<file path="config.mk">
export PLATFORM = sky130hd
export DESIGN_NAME = tblink_invoke_arb
export DESIGN_NICKNAME = d
export VERILOG_FILES = /design/src/rtl/tblink_invoke_arb_pkg.sv /design/src/rtl/tblink_rr_arbiter.sv /design/src/rtl/tblink_invoke_arb.sv
export SDC_FILE = /design/constraint.sdc
export NUM_CORES = 1
export LEC_CHECK = 0
export ABC_AREA = 1
export BUFFER_PORTS_ARGS = -buffer_cell sky130_fd_sc_hd__clkbuf_2
export CORE_AREA = 2 2 113 115
export DETAILED_ROUTE_END_ITERATION = 8
export DIE_AREA = 0 0 115 117
export GPL_TIMING_DRIVEN = 0
export PLACE_DENSITY = 0.85
export SLEW_MARGIN = 20
export SYNTH_ARGS = -nofsm -noshare
export SYNTH_HDL_FRONTEND = slang
export SYNTH_SLANG_ARGS = --single-unit
</file>
<file path="constraint.sdc">
create_clock -name clock -period 2.4 [get_ports clock]
set_input_delay 0.12 -clock clock [delete_from_list [all_inputs] [get_ports clock]]
set_output_delay 0.12 -clock clock [all_outputs]
set_load 0.01 [all_outputs]
</file>
<file path="src/rtl/tblink_invoke_arb_pkg.sv">
// Shared types and helpers for the tblink invoke-channel arbiter.
package tblink_invoke_arb_pkg;

    typedef enum logic [0:0] {
        StIdle,
        StIssue
    } arb_state_e;

    // Tag width for n requesters; never narrower than one bit.
    function automatic int unsigned tag_width(input int unsigned n);
        return (n > 1) ? $clog2(n) : 1;
    endfunction

endpackage

</file>
<file path="src/rtl/tblink_rr_arbiter.sv">
// Combinational round-robin picker: first eligible bit at or after ptr_i, wrapping modulo N.
module tblink_rr_arbiter
    import tblink_invoke_arb_pkg::*;
#(
    parameter int unsigned N = 4,
    localparam int unsigned W = tag_width(N)
) (
    input  logic [N-1:0] eligible_i,
    input  logic [W-1:0] ptr_i,
    output logic [N-1:0] grant_o,
    output logic [W-1:0] grant_idx_o
);

    logic         found;
    int unsigned  idx;
    logic [W-1:0] sel;

    always_comb begin
        grant_o     = '0;
        grant_idx_o = '0;
        found       = 1'b0;
        idx         = 0;
        sel         = '0;
        for (int unsigned k = 0; k < N; k++) begin
            idx = int'(ptr_i) + k;
            if (idx >= N) begin
                idx = idx - N;
            end
            sel = idx[W-1:0];
            if (!found && eligible_i[sel]) begin
                found        = 1'b1;
                grant_o[sel] = 1'b1;
                grant_idx_o  = sel;
            end
        end
    end

endmodule

</file>
<file path="src/rtl/tblink_invoke_arb.sv">
// Shares one endpoint invoke channel among NUM_REQ BFM requesters with tagged return routing.
// Define TBLINK_ARB_TIMEOUT_EN to add per-requester call timeouts of TMO_CYC cycles.
module tblink_invoke_arb
    import tblink_invoke_arb_pkg::*;
#(
    parameter int unsigned NUM_REQ = 4,
    parameter int unsigned MID_W   = 8,
    parameter int unsigned DATA_W  = 32,
    parameter int unsigned TMO_CYC = 1024,
    localparam int unsigned TAG_W  = tag_width(NUM_REQ)
) (
    input  logic                      clock,
    input  logic                      reset_n,
    input  logic [NUM_REQ-1:0]        req_valid,
    output logic [NUM_REQ-1:0]        req_ready,
    input  logic [NUM_REQ*MID_W-1:0]  req_mid,
    input  logic [NUM_REQ*DATA_W-1:0] req_data,
    output logic [NUM_REQ-1:0]        rsp_valid,
    output logic [DATA_W-1:0]         rsp_data,
    output logic                      rsp_err,
    output logic                      call_valid,
    input  logic                      call_ready,
    output logic [MID_W-1:0]          call_mid,
    output logic [DATA_W-1:0]         call_data,
    output logic [TAG_W-1:0]          call_tag,
    input  logic                      ret_valid,
    input  logic [TAG_W-1:0]          ret_tag,
    input  logic [DATA_W-1:0]         ret_data,
    input  logic                      ret_err,
    output logic [NUM_REQ-1:0]        pending,
    output logic                      err_unexp
);

    // Call record; widths follow the module parameters, so it lives here rather than the package.
    typedef struct packed {
        logic [MID_W-1:0]  mid;
        logic [DATA_W-1:0] data;
        logic [TAG_W-1:0]  tag;
    } call_rec_t;

    arb_state_e          state_q, state_d;
    logic [TAG_W-1:0]    ptr_q, ptr_d;
    call_rec_t           call_q, call_d;
    logic [NUM_REQ-1:0]  pending_q, pending_d;
    logic [NUM_REQ-1:0]  rsp_valid_q, rsp_valid_d;
    logic [DATA_W-1:0]   rsp_data_q, rsp_data_d;
    logic                rsp_err_q, rsp_err_d;
    logic                err_unexp_q, err_unexp_d;

    logic [NUM_REQ-1:0]  eligible, grant;
    logic [TAG_W-1:0]    grant_idx;
    logic [NUM_REQ-1:0]  ret_onehot;
    logic                ret_hit;
    logic [MID_W-1:0]    mid_arr  [NUM_REQ];
    logic [DATA_W-1:0]   data_arr [NUM_REQ];

    assign eligible   = req_valid & ~pending_q;
    // Out-of-range tags shift past the top bit and never match a pending requester.
    assign ret_onehot = NUM_REQ'(1) << ret_tag;
    assign ret_hit    = ret_valid && (|(pending_q & ret_onehot));

    always_comb begin
        for (int unsigned i = 0; i < NUM_REQ; i++) begin
            mid_arr[i]  = req_mid[i*MID_W +: MID_W];
            data_arr[i] = req_data[i*DATA_W +: DATA_W];
        end
    end

    tblink_rr_arbiter #(
        .N (NUM_REQ)
    ) u_rr_arbiter (
        .eligible_i  (eligible),
        .ptr_i       (ptr_q),
        .grant_o     (grant),
        .grant_idx_o (grant_idx)
    );

`ifdef TBLINK_ARB_TIMEOUT_EN
    localparam int unsigned CNT_W = (TMO_CYC > 1) ? $clog2(TMO_CYC) : 1;
    localparam logic [CNT_W-1:0] CntMax = CNT_W'(TMO_CYC - 1);

    logic [CNT_W-1:0]   cnt_q [NUM_REQ];
    logic [CNT_W-1:0]   cnt_d [NUM_REQ];
    logic [NUM_REQ-1:0] tmo_fire;
    logic               tmo_found;

    // Expired counters saturate until the shared rsp bus is free; lowest index goes first.
    always_comb begin
        tmo_fire  = '0;
        tmo_found = 1'b0;
        for (int unsigned i = 0; i < NUM_REQ; i++) begin
            cnt_d[i] = '0;
            if (pending_q[i]) begin
                cnt_d[i] = (cnt_q[i] == CntMax) ? cnt_q[i] : cnt_q[i] + 1'b1;
            end
            if (pending_q[i] && (cnt_q[i] == CntMax) && !(ret_hit && ret_onehot[i])
                && !ret_hit && !tmo_found) begin
                tmo_fire[i] = 1'b1;
                tmo_found   = 1'b1;
            end
        end
    end

    always_ff @(posedge clock or negedge reset_n) begin
        if (!reset_n) begin
            for (int unsigned i = 0; i < NUM_REQ; i++) begin
                cnt_q[i] <= '0;
            end
        end else begin
            for (int unsigned i = 0; i < NUM_REQ; i++) begin
                cnt_q[i] <= cnt_d[i];
            end
        end
    end
`endif

    always_comb begin
        state_d     = state_q;
        ptr_d       = ptr_q;
        call_d      = call_q;
        pending_d   = pending_q;
        req_ready   = '0;
        rsp_valid_d = '0;
        rsp_data_d  = '0;
        rsp_err_d   = 1'b0;
        err_unexp_d = err_unexp_q;

        unique case (state_q)
            StIdle: begin
                if (|eligible) begin
                    req_ready   = grant;
                    call_d.mid  = mid_arr[grant_idx];
                    call_d.data = data_arr[grant_idx];
                    call_d.tag  = grant_idx;
                    state_d     = StIssue;
                end
            end
            StIssue: begin
                if (call_ready) begin
                    pending_d[call_q.tag] = 1'b1;
                    ptr_d   = (32'(call_q.tag) == NUM_REQ - 1) ? '0 : call_q.tag + 1'b1;
                    state_d = StIdle;
                end
            end
            default: state_d = StIdle;
        endcase

        if (ret_valid) begin
            if (ret_hit) begin
                rsp_valid_d = ret_onehot;
                rsp_data_d  = ret_data;
                rsp_err_d   = ret_err;
                pending_d   = pending_d & ~ret_onehot;
            end else begin
                err_unexp_d = 1'b1;
            end
        end

`ifdef TBLINK_ARB_TIMEOUT_EN
        if (|tmo_fire) begin
            rsp_valid_d = tmo_fire;
            rsp_data_d  = '0;
            rsp_err_d   = 1'b1;
            pending_d   = pending_d & ~tmo_fire;
        end
`endif
    end

    always_ff @(posedge clock or negedge reset_n) begin
        if (!reset_n) begin
            state_q     <= StIdle;
            ptr_q       <= '0;
            call_q      <= '0;
            pending_q   <= '0;
            rsp_valid_q <= '0;
            rsp_data_q  <= '0;
            rsp_err_q   <= 1'b0;
            err_unexp_q <= 1'b0;
        end else begin
            state_q     <= state_d;
            ptr_q       <= ptr_d;
            call_q      <= call_d;
            pending_q   <= pending_d;
            rsp_valid_q <= rsp_valid_d;
            rsp_data_q  <= rsp_data_d;
            rsp_err_q   <= rsp_err_d;
            err_unexp_q <= err_unexp_d;
        end
    end

    assign call_valid = (state_q == StIssue);
    assign call_mid   = call_q.mid;
    assign call_data  = call_q.data;
    assign call_tag   = call_q.tag;
    assign rsp_valid  = rsp_valid_q;
    assign rsp_data   = rsp_data_q;
    assign rsp_err    = rsp_err_q;
    assign pending    = pending_q;
    assign err_unexp  = err_unexp_q;

endmodule
</file>
==> flow_summary.toml, run 1 <==
[status]
status = "finished clean"

[finish]
multi_input_area_sq_um = 2530
layout_commonest_cell = "nand2_1"
layoutNonFillerInstCount = 1238
finalInstanceArea_sq_um = 7600
nets = 1298
drive_gt1_share_pct = 34.0
syn_to_final_growth_pct = 50.6
fin_util_pct = 61.7
seq_area_sq_um = 2180
fill_cells = 1077
antenna_cells = 0
final_cell_mix = "nand2_1 (312), clkbuf_2 (293), nand3_1 (141), dfrtp_1 (85), inv_1 (54)"

[drt]
drtIter0Drc = 490
wl_per_cell_um = 15.1
drc = 0
routed_wl_um = 18700
vias = 6214
ant_nets = 0
avgViaCountPerCell = 5.02
drt_first_pass_iters = 7

[die]
die_y_um = 117
start_util_pct = 41.0
rows = 41
fp.dieW_um = 115
ios = 292
fp.coreArea_sq_um = 12300
die_area_sq_um = 13500

[placed_design]
post-dp-hpwl_um = 13200
dp_cells = 1179
place_congestion = 0.899
port_buffers = 291
dp_slack_ps = -472
placed_cell_area_sq_um = 6700

[timing]
finalMaxSlewViolations = 0
fmax_mhz = 444
postLayoutSetupSlackWorst_ps = 147
worst_pin_slew_ps = 696
finalHoldViolCount = 0
maxSlewHeadroom_pct = 53.6
layout_min_cycle_time_ps = 2250
setup_violations = 0
fin_skew_ps = 5.41
post-route-period-util_pct = 93.9

[setup_path]
worstSetupPathType = "reg2reg"
end_kind = "flip-flop"
critPathLaunchType = "flip-flop"
cp.required_ps = 2630
cp_max_fo = 10
worst_ep_arrival_time_ps = 2480

[grt]
grt_pass1_vias = 5597
grt_max_degree = 88
grt_overflow_total = 0
antenna_found_initial = 0
grt_usage_pct = 27.1
grt_pass1_wl_um = 28000

[power_and_ir_drop]
vdd_drop_max_v = 0.000833
total_power_w = 0.0107
leakage_nw = 4.54
power_density_nw_per_um2 = 1410

[logic_synthesis]
synth_cell_types = 23
synth_cells = 738
synth.net_count = 953
syn_area_per_cell_sq_um = 6.84
ys_seq_area_share_pct = 43.1
synth_edf_count = 0
ys_warn_count = 0
synth-seq-cells = 87
synthFlopType = "dfrtp_1"
synth_area_sq_um = 5050
synthArstFlopShare_pct = 100

[clocking]
clock_path_buffers = 2
ctsHtreeMaxLevel = 3
cts_tree = "yes"
clock_latency_ps = 350
path_clk_slew_ps = 70
numCtsBuffers = 9
cts_root_buf = "clkbuf_16"
clock-sinks = 87

[job]
maxCapViolations = 0

[hold_path]
hold_class = "in2reg"
==> flip-flops by register name, indices dropped and copies added, names as in the netlist <==
signal and cells:
err_unexp 1, rsp_err 1, call_tag 2, call_valid 1, rsp_valid 4, ptr_q 2
pending 4, rsp_data 32, call_mid 8, call_data 32
==> timing repair <==
item                                   CTS  global route
buffers inserted                         3             2
hold buffers                            36             0
setup endpoints to repair               46            46
resized for setup                       24            30
cloned                                   2             0
pin swaps                                3             7
endpoints found under the hold margin  122             0
==> power breakdown <==
group / switching, W / internal (W) / leakage [nW] / total (W)
registers: 0.000288 / 0.00197 / 1.11 / 0.00226
logic: 0.00435 / 0.00255 / 3.27 / 0.00690
clock network: 0.000656 / 0.000866 / 0.159 / 0.00152
==> synth_stat cells (7+ instances only) <==
cell type | number | area, sq um
clkbuf_1 | 16 | 60.1
nor2_1 | 45 | 169
ha_1 | 12 | 150
nor3_1 | 8 | 40.0
a21oi_1 | 7 | 35.0
buf_4 | 13 | 97.6
nand2_1 | 315 | 1180
nand3_1 | 143 | 716
buf_2 | 12 | 60.1
inv_1 | 57 | 214
dfrtp_1 | 87 | 2180
==> cell type report <==
cell class	count	share of cell area [%]
Clock inverter	6	1.07
Inverter	59	3.04
Tap cell	150	2.47
Clock buffer	10	3.14
Multi-Input combinational cell	552	33.3
Buffer	42	3.47
Sequential cell	87	28.7
Timing Repair Buffer	332	24.8
==> metal layers <==
layer	part of all wire [%]	GRT usage [%]	up-vias
met5	0	0	-
met4	2.7	9.56	0
met3	6.1	5.30	43
met2	51	48.2	284
met1	40	32.8	2875
li1	-	-	3012
==> cells by family after synthesis <==
family / after synthesis / share of synthesized area (%)
AOI/OAI and AO/OA: 16 / 1.73
adders and majority gates: 12 / 2.97
buffers and inverters: 101 / 8.77
DFF: 87 / 43.1
and+or+nand+nor: 522 / 43.4
==> per-stage QoR <==
| step | hold slack (ps) | TNS [ps] |
|---|---|---|
| floorplan | -176 | 0 |
| global placement | 312 | -13970 |
| detailed placement | 220 | -17960 |
| CTS | 6.51 | 0 |
| global route | 23.0 | -36.1 |
| finish | 20.3 | 0 |
==> worst max-delay path, stage by stage (launching register included) <==
cell	delay, ps
dfrtp_2	430
inv_4	110
ha_4	220
inv_2	70
nand3_1	100
nand2_2	140
nand2_1	100
nor2_4	160
nand3_4	210
buf_2	260
nand3_1	120
nand2_1	80
nand2_1	70
nand3_1	60
==> final timing paths <==
check,slack (ps),cells after the start,endpoint,from
setup / recovery,150,13,call_data[24],ptr_q[1]
hold / removal,20,2,rsp_valid[1],ret_tag[1]
setup reg to reg,150,13,call_data[24],ptr_q[1]
hold reg to reg,460,1,err_unexp,err_unexp
max in group asynchronous,1490,2,ptr_q[0],reset_n
min in group asynchronous,380,2,rsp_data[6],reset_n
No activity file was read; power rests on OpenSTA's default activity.
==> inputs of run 2 (changes only) <==
- CORE_AREA: 2 2 113 115 -> not set
- CORE_ASPECT_RATIO: not set -> 1.1
- CORE_MARGIN: not set -> 2
- CORE_UTILIZATION: not set -> 47
- DIE_AREA: 0 0 115 117 -> not set
- PLACE_DENSITY: 0.85 -> 0.91
- SYNTH_HIERARCHICAL: not set -> 1
==> flow_summary.toml, run 2 <==
[logic_synthesis]
synth_area_sq_um = 5840
ys_seq_area_share_pct = 37.3
synth.net_count = 1141
yosysMostFrequentCell = "nand2_1"
synthFlopType = "dfrtp_1"
synth_cells = 929
ys_warn_count = 6
yosys.area.top_type = "dfrtp_1"
yosysTopAreaCellShare_pct = 37.3
synth_top_cells_by_count = "nand2_1 (326), inv_1 (222), nand3_1 (156)"
synth_edf_count = 0
synth_cell_types = 27
syn_area_per_cell_sq_um = 6.28
synth_area_leaders = "dfrtp_1 (37%), nand2_1 (21%), inv_1 (14%), nand3_1 (13%), nor2_1 (3.2%)"
synth-seq-cells = 87
synthArstFlopShare_pct = 100

[power_and_ir_drop]
power_density_nw_per_um2 = 1710
leakage_nw = 5.63
vdd_drop_max_v = 0.00178

[setup_path]
cp.required_ps = 2670
critPathLaunchType = "flip-flop"
cp_max_fo = 10
end_kind = "flip-flop"
rr_worst_depth = 14
worst_ep_arrival_time_ps = 2690
r2r-end = "call_mid[5]"
r2r_slack_ps = -20
r2r_start = "ptr_q[0]"
worstSetupPathType = "reg2reg"

[timing]
fin_hold_ws_ps = 12.1
post-route-period-util_pct = 101
maxSlewHeadroom_pct = 54.3
fmax_mhz = 414
layout_min_cycle_time_ps = 2420
rsz0062_at_grt = "yes"
postLayoutSetupSlackWorst_ps = -16.7
fin_skew_ps = 3.95
setup_violations = 2
worst_pin_slew_ps = 685
finalMaxSlewViolations = 0
finalHoldViolCount = 0

[clocking]
clock_path_buffers = 2
path_clk_slew_ps = 70
clock-sinks = 87
cts_root_buf = "clkbuf_16"
clock_latency_ps = 340
numCtsBuffers = 9
ctsHtreeMaxLevel = 3
cts_tree = "yes"

[die]
start_util_pct = 48.3
ios = 292
die_area_sq_um = 13300
die_y_um = 121
rows = 42
fp.dieW_um = 110
fp.coreArea_sq_um = 12100

[hold_path]
hold_class = "in2reg"
min_delay_path_depth = 3
holdPathEnd = "rsp_data[25]"
min_from = "ret_data[25]"

[drt]
vias = 6854
drtIter0Drc = 408
avgViaCountPerCell = 4.75
wl_per_cell_um = 13.6
drt_first_pass_iters = 6
drc = 0
ant_nets = 0
routed_wl_um = 19600

[grt]
grt_pass1_wl_um = 29200
grt_usage_pct = 28.0
grt_pass1_vias = 6440
antenna_found_initial = 0
grt_max_degree = 88
grt_overflow_total = 0

[finish]
layoutNonFillerInstCount = 1443
final_cell_mix = "nand2_1 (317), clkbuf_2 (294), inv_1 (214), nand3_1 (150), dfrtp_1 (85)"
nets = 1496
finalInstanceArea_sq_um = 8590
layout_commonest_cell = "nand2_1"
syn_to_final_growth_pct = 47.3
antenna_cells = 0
drive_gt1_share_pct = 32.0

[placed_design]
port_buffers = 291
placed_cell_area_sq_um = 7490
dp_cells = 1374
place_congestion = 0.938
post-dp-hpwl_um = 13800
dp_slack_ps = -553

[job]
maxCapViolations = 0

[status]
status = "finished, violations left"
failed_checks = "setup timing"
-- run 2: changes by cell type after synthesis, moves of 4 or more --
cell	change
buf_6	+6
nand2_1	+11
a21boi_0	+5
nand3_1	+13
nor2_1	+4
inv_2	+4
a31oi_1	-4
nor3_1	-8
buf_4	-9
buf_2	+5
inv_1	+165
-- run 2: report_power, final --
group	total (W)	leakage (nW)	internal (W)	switching, W
clock	0.00133	0.134	0.000714	0.000613
combinational	0.0110	4.39	0.00457	0.00643
sequential	0.00233	1.11	0.00199	0.000335
total	0.0147	5.63	0.00728	0.00738
-- run 2: cells by family (layout without fill, tap and decap cells) --
logic type               count (synthesis)  count (layout)  share of synthesized area, %
flip-flops                              87              87                          37.3
adder cells (fa/ha/maj)                  9               9                          1.93
AO/OA/AOI/OAI                           19              19                          2.12
AND/OR/NAND/NOR                        540             540                          39.4
buffers and inverters                  273             633                          19.0
multiplexers                             1               1                         0.193
-- run 2: how the worst max path moves through the flow --
stage / startpoint / to / slack [ps] / cells after the start
6_report: ptr_q[0] / call_mid[5] / -20 / 14
5_1_grt: ptr_q[0] / call_data[1] / -150 / 17
4_1_cts: ptr_q[0] / call_data[5] / 2 / 18
3_5_place_dp: ptr_q[1] / call_data[21] / -550 / 16
3_3_place_gp: ptr_q[1] / call_data[21] / -540 / 16
2_1_floorplan: ptr_q[1] / call_data[17] / 40 / 16
-- run 2: final cells by class --
type	count	area, sq um
buffer	43	377
clock buffer	9	225
clock inverter	7	57.6
fill	997	3490
inverter	229	887
multi-input combinational	569	2650
sequential	87	2180
tap	154	193
timing repair buffer	344	2020
timing repair inverter	1	8.76
-- run 2: what timing repair did --
item / 4_1_cts / 5_1_grt
resized for setup: 48 / 55
setup buffers: 4 / 12
pin swaps: 5 / 18
cloned: 1 / 4
endpoints found under the setup margin: 46 / 40
hold endpoints to repair: 119 / 0
hold buffers: 33 / 0
-- run 2: metrics by stage --
stage	utilization [%]	total power [W]	setup TNS, ps
after floorplan	-	0.00860	0
after detailed placement	62.0	0.0111	-19980
after CTS	68.4	0.0133	0
final	71.1	0.0147	-31.1
after global routing	71.1	0.0159	-4680
after global placement	61.9	0.0109	-18080
-- run 2: critical path, stage by stage (launching register included) --
cell	delay [ps]
dfrtp_2	490
inv_8	60
ha_4	310
nand3_1	160
nand2_4	150
nor2_8	50
nand3_1	80
nand3_1	90
clkbuf_4	190
inv_1	130
buf_2	250
nand3_1	120
nand2_1	90
nand3_1	70
nand2_1	90
-- run 2: routing by layer --
layer	up-vias	global-route usage (%)	wire (um)
met4	0	11.8	545
met2	307	52.2	10400
li1	3426	-	-
met5	-	0	0
met1	3079	30.0	7100
met3	42	5.64	1630
==> inputs of run 3 (changes only) <==
- ABC_AREA: 1 -> 0
- CORE_AREA: not set -> 2 2 113 115
- CORE_ASPECT_RATIO: 1.1 -> not set
- CORE_MARGIN: 2 -> not set
- CORE_UTILIZATION: 47 -> not set
- DIE_AREA: not set -> 0 0 115 117
- PLACE_DENSITY: 0.91 -> 0.81
==> flow_summary.toml, run 3 <==
[drt]
drtIter0Drc = 252
avgViaCountPerCell = 5.32
wl_per_cell_um = 20.4
drt_first_pass_iters = 4
vias = 4291
routed_wl_um = 16400
ant_nets = 0
drc = 0

[timing]
rsz0062_at_grt = "yes"
setup_violations = 45
fin_skew_ps = 6.39
finalMaxSlewViolations = 0
worst_pin_slew_ps = 687
layout_min_cycle_time_ps = 2880
post-route-period-util_pct = 120
maxSlewHeadroom_pct = 54.2
postLayoutSetupSlackWorst_ps = -481
fmax_mhz = 347
finalHoldViolCount = 0

[setup_path]
startpoint = "ptr_q[0]"
cp.required_ps = 2630
r2r_start = "ptr_q[0]"
cp_num_buf_inv = 5
rr_worst_depth = 11
end_kind = "flip-flop"
r2r-end = "call_data[21]"
max_stage_delay_ps = 570
cp_max_fo = 5
r2r_slack_ps = -480
worst_ep_arrival_time_ps = 3110
crit_family = "multiplexers"
critPathLaunchType = "flip-flop"
crit_cells = 11
cp-endpoint = "call_data[21]"
worstSetupPathType = "reg2reg"
slowest_stage = "mux4_2"
worstPathCellList = "buf_6, buf_4, mux4_2, nor2b_4, o21ai_2, o31ai_4, buf_8, buf_12, buf_12, mux4_2, mux2_4"

[clocking]
clock_latency_ps = 340
ctsHtreeMaxLevel = 3
clock-sinks = 87
numCtsBuffers = 9
cts_tree = "yes"
cts_root_buf = "clkbuf_16"
clock_path_buffers = 2
path_clk_slew_ps = 60

[die]
ios = 292
rows = 41
die_area_sq_um = 13500
fp.dieW_um = 115
start_util_pct = 37.3
fp.coreArea_sq_um = 12300
die_y_um = 117

[grt]
grt_max_degree = 88
top_usage_layer = "met2"
antenna_found_initial = 1
grt_pass1_wl_um = 23000
grt_use_met3_pct = 6.13
grt_usage_pct = 23.1
use_met2_pct = 40.0
grt_pass1_vias = 4280
met1_usage_pct = 26.8
grt_overflow_total = 0

[logic_synthesis]
synth_area_sq_um = 4590
yosysTopAreaCellShare_pct = 47.4
syn_area_per_cell_sq_um = 14.7
yosys.area.top_type = "dfrtp_1"
synthFlopType = "dfrtp_1"
synth_top_cells_by_count = "dfrtp_1 (87), mux4_2 (45), mux2_2 (34)"
ys_warn_count = 6
synth_edf_count = 0
synthArstFlopShare_pct = 100
synth_cell_types = 38
ys_seq_area_share_pct = 47.4
yosysMostFrequentCell = "dfrtp_1"
synth.net_count = 524
synth_area_leaders = "dfrtp_1 (47%), mux4_2 (22%), mux2_2 (8.3%), and3_1 (4.5%), ha_1 (2.5%)"
synth_cells = 312
synth-seq-cells = 87

[finish]
layout_commonest_cell = "clkbuf_2"
fill_cells = 943
final_cell_mix = "clkbuf_2 (289), dfrtp_1 (86), mux4_2 (45), mux2_4 (34), and3_1 (33)"
syn_to_final_growth_pct = 61.4
fin_util_pct = 60.2
drive_gt1_share_pct = 72.1
nets = 863

[hold_path]
min_from = "ret_data[20]"
hold_class = "in2reg"

[job]
maxCapViolations = 0

[placed_design]
port_buffers = 291
dp_slack_ps = -1110
place_congestion = 0.842
post-dp-hpwl_um = 11900

[status]
failed_checks = "setup timing"
status = "finished, violations left"

[power_and_ir_drop]
power_density_nw_per_um2 = 1810
total_power_w = 0.0134
vdd_drop_max_v = 0.00185
leakage_nw = 3.89
[run 3: cell count changes in the layout (fill, tap and decap cells not counted), sizes merged, moves of 8 or more]
cell / delta
a21oi: -8
and3: +33
dlygate4sd3: -32
inv: -221
mux2: +43
mux4: +45
nand2: -323
nand3: -156
nor2: -44
[run 3: kinds of logic (layout without fill, tap and decap cells)]
group	Yosys count	in the layout	share of synthesized area [%]
AO/OA/AOI/OAI	22	22	4.28
buffers and inverters	33	376	3.27
flip-flops	87	87	47.4
multiplexers	90	90	33.1
other	0	1	0
adder cells (fa/ha/maj)	9	9	2.45
AND/OR/NAND/NOR	71	71	9.53
[run 3: routing by layer]
metal	share of wire, %	vias up
li1	-	1882
met2	52	262
met1	36	2110
met4	3.5	0
met3	8.2	37
met5	0	-
[run 3: report_power, final]
part | switching [W] | leakage (nW) | internal (W)
Sequential | 0.000335 | 1.08 | 0.00202
Combinational | 0.00383 | 2.63 | 0.00553
Clock | 0.000574 | 0.175 | 0.00112
[run 3: how the worst min path moves through the flow]
stage	endpoint	depth (start not counted)	slack [ps]
5_1_grt	rsp_data[7]	2	20
2_1_floorplan	call_data[0]	0	-180
3_3_place_gp	rsp_data[15]	2	360
6_report	rsp_data[20]	2	20
4_1_cts	rsp_data[20]	2	4
3_5_place_dp	rsp_data[16]	1	220
[run 3: metrics by stage]
step	instances	area, sq um	hold WS [ps]	TNS (ps)
3_3_place_gp	753	6340	363	-35420
3_5_place_dp	753	6350	221	-38740
2_1_floorplan	312	4700	-176	-19330
4_1_cts	800	7300	4.33	-16580
5_1_grt	806	7410	17.4	-21720
6_report	806	7410	18.8	-18430
[run 3: final cells by class]
type                            instances  area, sq um  share of cell area (%)
Inverter                               10         42.5                   0.574
Tap cell                              150          188                    2.53
Antenna cell                            1         2.50                  0.0338
Clock inverter                          6          134                    1.81
Multi-Input combinational cell        192         2520                    34.0
Timing Repair Buffer                  328         1870                    25.2
Sequential cell                        87         2180                    29.4
Buffer                                 23          258                    3.48
Clock buffer                            9          225                    3.04
[run 3: repair_timing]
action / in CTS / in global routing
pin swaps: 9 / 8
endpoints found under the setup margin: 46 / 46
endpoints found under the hold margin: 87 / 0
hold buffers: 1 / 0
resized for setup: 62 / 24
gates cloned: 4 / 1
setup buffers: 27 / 6
